### config.mk
export PLATFORM = sky130hd
export DESIGN_NAME = awg_pulse_sequencer
export DESIGN_NICKNAME = d
export VERILOG_FILES = /design/src/rtl/awg_pulse_sequencer.sv
export SDC_FILE = /design/constraint.sdc
export NUM_CORES = 2
export LEC_CHECK = 0
export ABC_CLOCK_PERIOD_IN_PS = 12600
export BUFFER_PORTS_ARGS = -buffer_cell sky130_fd_sc_hd__buf_2
export CAP_MARGIN = 15
export CORE_ASPECT_RATIO = 1.2
export CORE_MARGIN = 5
export CORE_UTILIZATION = 55
export DETAILED_ROUTE_END_ITERATION = 8
export PLACE_DENSITY = 0.83
export SETUP_SLACK_MARGIN = 0.2
export SLEW_MARGIN = 10
export SYNTH_ARGS = -nofsm -noshare
export SYNTH_HDL_FRONTEND = slang
export SYNTH_SLANG_ARGS = --single-unit
export TNS_END_PERCENT = 1
### constraint.sdc
create_clock -name sys_clk -period 12.6 [get_ports sys_clk]
set_clock_uncertainty 0.05 [all_clocks]
set_input_delay 0.63 -clock sys_clk [delete_from_list [all_inputs] [get_ports sys_clk]]
set_output_delay 0.63 -clock sys_clk [all_outputs]
set_load 0.03 [all_outputs]
### src/rtl/awg_pulse_sequencer.sv
`timescale 1ns/1ps
// awg_pulse_sequencer: steps through a small table of pulse entries and drives
// amplitude/durations plus a one-cycle trigger into the waveform generator,
// waiting one full pulse period between triggers.
// Optional feature macro: AWG_SEQ_TRIG_CNT_EN adds the saturating o_trig_cnt output.
module awg_pulse_sequencer #(
    parameter int unsigned DEPTH = 16,
    parameter int unsigned AW    = 4,
    parameter int unsigned AMP_W = 16,
    parameter int unsigned DUR_W = 32,
    parameter int unsigned REP_W = 8
) (
    input  logic             sys_clk,
    input  logic             rst_n,
    input  logic             cfg_we,
    input  logic [AW-1:0]    cfg_addr,
    input  logic [AMP_W-1:0] cfg_amp,
    input  logic [DUR_W-1:0] cfg_data_dur,
    input  logic [DUR_W-1:0] cfg_zero_dur,
    input  logic [REP_W-1:0] cfg_rep,
    input  logic [AW:0]      i_seq_len,
    input  logic             i_start,
    input  logic             i_stop,
    input  logic             i_loop,
    input  logic             DAC_READY,
    output logic             o_trigger,
    output logic [AMP_W-1:0] o_valid_amp,
    output logic [DUR_W-1:0] o_data_duration,
    output logic [DUR_W-1:0] o_zero_duration,
    output logic             o_stop,
    output logic             o_busy,
    output logic [AW-1:0]    o_entry_idx,
    output logic             o_done,
    output logic             o_link_lost
`ifdef AWG_SEQ_TRIG_CNT_EN
    ,
    output logic [31:0]      o_trig_cnt
`endif
);

    localparam int unsigned LEN_W = AW + 1;
    localparam int unsigned SUM_W = DUR_W + 1;

    typedef struct packed {
        logic [AMP_W-1:0] amp;
        logic [DUR_W-1:0] data_dur;
        logic [DUR_W-1:0] zero_dur;
        logic [REP_W-1:0] rep;
    } entry_t;

    typedef enum logic [1:0] {
        S_IDLE = 2'd0,
        S_LOAD = 2'd1,
        S_TRIG = 2'd2,
        S_WAIT = 2'd3
    } state_t;

    entry_t           mem [DEPTH];
    entry_t           rd_entry;
    state_t           state_q;
    state_t           state_d;
    logic             done_d;
    logic [AW-1:0]    idx_q;
    logic [REP_W-1:0] rep_cnt_q;
    logic [REP_W-1:0] rep_q;
    logic [SUM_W-1:0] cnt_q;
    logic [LEN_W-1:0] len_q;
    logic             loop_q;

    logic             stop_ev;
    logic             start_ok;
    logic [LEN_W-1:0] len_clamp;
    logic [SUM_W-1:0] dur_sum;
    logic [SUM_W-1:0] period;
    logic             rep_more;
    logic             entry_more;
    logic             last_pulse;
    logic             expire;

    assign o_entry_idx = idx_q;
    assign rd_entry    = mem[idx_q];

    // Run control decodes: abort, accepted start, period and end-of-run lookups
    assign stop_ev    = (state_q != S_IDLE) && (i_stop || !DAC_READY);
    assign start_ok   = (state_q == S_IDLE) && i_start && !i_stop && DAC_READY
                        && (i_seq_len != '0);
    assign len_clamp  = (i_seq_len > LEN_W'(DEPTH)) ? LEN_W'(DEPTH) : i_seq_len;
    assign dur_sum    = SUM_W'(o_data_duration) + SUM_W'(o_zero_duration);
    assign period     = (dur_sum == '0) ? SUM_W'(1) : dur_sum;
    assign rep_more   = rep_cnt_q < rep_q;
    assign entry_more = (LEN_W'(idx_q) + LEN_W'(1)) < len_q;
    assign last_pulse = !rep_more && !entry_more && !loop_q;
    assign expire     = (state_q == S_WAIT) && (cnt_q == SUM_W'(1));

    // Table storage; not reset, writable only while idle
    always_ff @(posedge sys_clk) begin
        if (cfg_we && !o_busy) begin
            mem[cfg_addr] <= '{amp: cfg_amp, data_dur: cfg_data_dur,
                               zero_dur: cfg_zero_dur, rep: cfg_rep};
        end
    end

    // State register
    always_ff @(posedge sys_clk or negedge rst_n) begin
        if (!rst_n) begin
            state_q <= S_IDLE;
        end else begin
            state_q <= state_d;
        end
    end

    // Next state; o_done is looked ahead so it lands on the final WAIT cycle
    always_comb begin
        state_d = state_q;
        done_d  = 1'b0;
        case (state_q)
            S_IDLE: begin
                if (start_ok) begin
                    state_d = S_LOAD;
                end
            end
            S_LOAD: begin
                state_d = S_TRIG;
            end
            S_TRIG: begin
                state_d = S_WAIT;
                done_d  = last_pulse && (period == SUM_W'(1));
            end
            S_WAIT: begin
                if (expire) begin
                    if (rep_more) begin
                        state_d = S_TRIG;
                    end else if (entry_more || loop_q) begin
                        state_d = S_LOAD;
                    end else begin
                        state_d = S_IDLE;
                    end
                end else begin
                    done_d = last_pulse && (cnt_q == SUM_W'(2));
                end
            end
            default: begin
                state_d = S_IDLE;
            end
        endcase
        if (stop_ev) begin
            state_d = S_IDLE;
            done_d  = 1'b0;
        end
    end

    // Datapath: indices, period counter and registered outputs
    always_ff @(posedge sys_clk or negedge rst_n) begin
        if (!rst_n) begin
            idx_q           <= '0;
            rep_cnt_q       <= '0;
            rep_q           <= '0;
            cnt_q           <= '0;
            len_q           <= '0;
            loop_q          <= 1'b0;
            o_trigger       <= 1'b0;
            o_valid_amp     <= '0;
            o_data_duration <= '0;
            o_zero_duration <= '0;
            o_stop          <= 1'b0;
            o_busy          <= 1'b0;
            o_done          <= 1'b0;
            o_link_lost     <= 1'b0;
        end else begin
            o_trigger <= (state_d == S_TRIG);
            o_busy    <= (state_d != S_IDLE);
            o_done    <= done_d;
            o_stop    <= i_stop || stop_ev;

            if (start_ok) begin
                idx_q       <= '0;
                rep_cnt_q   <= '0;
                len_q       <= len_clamp;
                loop_q      <= i_loop;
                o_link_lost <= 1'b0;
            end

            if ((state_q != S_IDLE) && !DAC_READY) begin
                o_link_lost <= 1'b1;
            end

            if (!stop_ev) begin
                case (state_q)
                    S_LOAD: begin
                        o_valid_amp     <= rd_entry.amp;
                        o_data_duration <= rd_entry.data_dur;
                        o_zero_duration <= rd_entry.zero_dur;
                        rep_q           <= rd_entry.rep;
                    end
                    S_TRIG: begin
                        cnt_q <= period;
                    end
                    S_WAIT: begin
                        if (expire) begin
                            if (rep_more) begin
                                rep_cnt_q <= rep_cnt_q + REP_W'(1);
                            end else if (entry_more) begin
                                rep_cnt_q <= '0;
                                idx_q     <= idx_q + AW'(1);
                            end else if (loop_q) begin
                                rep_cnt_q <= '0;
                                idx_q     <= '0;
                            end
                        end else begin
                            cnt_q <= cnt_q - SUM_W'(1);
                        end
                    end
                    default: begin
                    end
                endcase
            end
        end
    end

`ifdef AWG_SEQ_TRIG_CNT_EN
    // Saturating trigger count for the current run, held while idle
    always_ff @(posedge sys_clk or negedge rst_n) begin
        if (!rst_n) begin
            o_trig_cnt <= '0;
        end else if (start_ok) begin
            o_trig_cnt <= '0;
        end else if ((state_d == S_TRIG) && (o_trig_cnt != 32'hFFFF_FFFF)) begin
            o_trig_cnt <= o_trig_cnt + 32'd1;
        end
    end
`endif

endmodule

==> impl_results.md <==
- Xor and xnor area share after synthesis: 0.327%
- Rel. slew slack: approximately a quarter
- Multiplexer area fraction after synthesis: 17.7%
- Final net count: approximately 3300
- Avg WL per Cell: 36.4 um
- Achievable Freq: 0.194 GHz
- Post-route design area: about 69000 um2
- Die H: 377 um
- Commonest cells after routing, fill and taps aside: edfxtp_1, mux4_2, buf_2
- Synth warnings: 0
- Register area share after synthesis: about three quarters
- Drt first pass iters: 7
- PortBufs: 192
- CTS Buf Count: 140
- Routed WL: 174 mm
- Hold WC Path Type: input port to flip-flop
- Total die area: 119000 um2
- Startpoint types: flip-flop
- Worst IR Drop VDD: 114 uV
- GR Util met2: 45.3%
- Mapped cell area: 61600 um2
- Syn Nets: 3053
- Maxcap violations: 0
- Grt ovf: 0
- Final setup vio count: 0
- Final GP Congestion: ~0.91
- EDFF count, synth: 1408
- Largest family of logic cells by synthesized area: multiplexers
- Fin Setup TNS: 0 ps
- Longest Clk Path Bufs: 3
- Global-route wire length before repair: 241 mm
- Starting Density: between 50% and 60%
- PwrDens: 168 nW/um2
- Tot GR Track Use: 28.4%
- CP endpoint kind: flip-flop
- WS Path Type: flip-flop to flip-flop
- Vias/cell: 6.89
- Antenna viol nets, final: 0
- Die X: 315 um
- Pin count of the biggest net entering global routing: 110
- Routing usage on met3: 8.04%
- H-tree levels: 4
- GRT met1 Usage: 37.1%
- Commonest non-fill, non-tap cell in the layout: edfxtp_1
- Worst-path clk slew: 60 ps
- Placed cell area: between 60000 and 70000 um2
- Primary FF master, synth: edfxtp_1
- Synth Register Bits: between 1500 and 2000
- Syn Inst Count: 2900
- Final cycle utilization of the critical path: 41.0%
- P_leak: 22.2 nW
- Num rows: roughly 130
- CTS Root Cell: clkbuf_16
- Fraction of registers with async set/reset: approximately a tenth
- Initial antenna violation count: 39
- Synth Area in Simple Gates: about 2.7%
- Syn avg cell area: between 20 and 25 um2
- Busiest grt layer: met2
- 1st-iter DRT viols: 5672
- Sink Count: 1554
- CORE AREA: 111000 um2
- Adder-cell share of the synthesized area: 1.01%
- Min cycle time layout: roughly 5200 ps
- Area grow syn2layout: 12.3%
- RSZ-0062 raised after global routing: no
- Compound-Gate Fraction of Synth Area: 2.72%
- Crit Path Max Fanout: between 60 and 70
- Req. time, crit path: 13180 ps
- Share of cells above drive strength 1: 31.4%
- Max-slew violation count: 0
- Post-CTS Repair Setup Buffers: 0
- Worst-skew pair later-pin latency: 750 ps
- Vias post-DR: 32900
- Yosys cell types: 78
- FF-to-FF path depth: 6
- Vias in the first global route: 33200
- DRC Markers: 0
- Data arrival time of the critical path: roughly 5700 ps
- Final hold viol count: 0
- Status: completed
- CTS tree: yes
- Post-detail-place hpwl: 85.9 mm
- IO Pins: 193
- Hold Crit Depth: 2
- Worst-Margin Slew: 1140 ps
## state kept, by name, summed over array words and instances, names as in the netlist, 2 cells and up
register         flops
o_zero_duration     32
o_valid_amp         16
o_entry_idx          4
rep_cnt_q            8
state_q              2
cnt_q               33
o_data_duration     32
rep_q                8
mem               1408
len_q                5
## per-stage QoR
step / utilization, % / total power [mW] / setup WS, ps / hold slack [ps] / std cells
after floorplan: - / 6.77 / 4760 / 284 / 2900
after global placement: 58.0 / 7.26 / 7840 / 406 / 4501
after detailed placement: 58.0 / 7.29 / 7750 / 412 / 4501
after CTS: 62.2 / 11.6 / 7630 / 18.1 / 4757
after global routing: 62.2 / 12.0 / 7440 / 30.2 / 4772
final: 62.2 / 11.6 / 7440 / 61.7 / 4777
## logic make-up after synthesis
group | count (synthesis)
compound gates | 265
xor+xnor | 23
fa+ha+maj | 49
buf+inv | 164
flops | 1554
mux | 526
simple gates | 319
## path summary, 6_finish.rpt
| kind | from | endpoint | slack, ps |
|---|---|---|---|
| setup reg to reg | o_entry_idx[1] | o_data_duration[28] | 7440 |
| setup / recovery | o_entry_idx[1] | o_data_duration[28] | 7440 |
| min in group asynchronous | rst_n | o_data_duration[18] | 370 |
| max in group asynchronous | rst_n | o_entry_idx[3] | 9840 |
| hold reg to reg | loop_q | loop_q | 430 |
| hold / removal | i_stop | o_stop | 60 |
## power breakdown
part           internal, mW  total, mW  leakage (nW)  switching [mW]
Combinational         0.411       1.23          5.36           0.819
Sequential             5.78       6.02          14.5           0.235
Clock                  2.46       4.39          2.27            1.92
Total                  8.66       11.6          22.2            2.98
## area by class of cell
class / instances / area (um2)
diodes: 20 / 50.0
clock buffers: 203 / 4040
clock inverters: 52 / 586
fillers: 7010 / 42000
inverters: 20 / 75.1
multi-input cells: 1182 / 15100
flip-flops and latches: 1554 / 45900
well taps: 1496 / 1870
repair buffers: 250 / 1430
## per-layer routing
layer / wire length [um] / share of wire, % / vias to the layer above
li1: - / - / 12700
met1: 56500 / 33 / 16800
met2: 85200 / 49 / 2899
met3: 22500 / 13 / 502
met4: 9250 / 5.3 / 22
met5: 148 / 0.085 / -
## cell usage after synthesis, drive strengths merged (11+ instances only)
library cell	number	area [um2]
edfxtp	1408	42300
mux4	440	9910
nand2b	15	93.8
xnor2	12	105
inv	19	71.3
nor2	80	308
nor3	29	156
or3	14	103
a21oi	74	370
ha	48	601
nand2	81	307
buf	40	174
xor2	11	96.3
mux2	83	935
o22ai	11	75.1
clkbuf	104	390
nor4	13	109
dfrtp	146	3650
nand3	25	125
a21o	18	135
nand4	12	75.1
o21ai	75	379
## timing repair
| action | CTS | global route |
|---|---|---|
| resized for setup | 0 | 0 |
| setup endpoints to repair | 0 | 0 |
| hold buffers | 1 | 0 |
| endpoints found under the hold margin | 34 | 0 |
## worst max-delay path: stages (launching register included)
cell	delay, ps
dfrtp_4	900
buf_4	790
buf_4	890
buf_4	950
mux4_2	460
mux4_2	530
mux2_2	290
No activity file was read; power rests on OpenSTA's default activity.
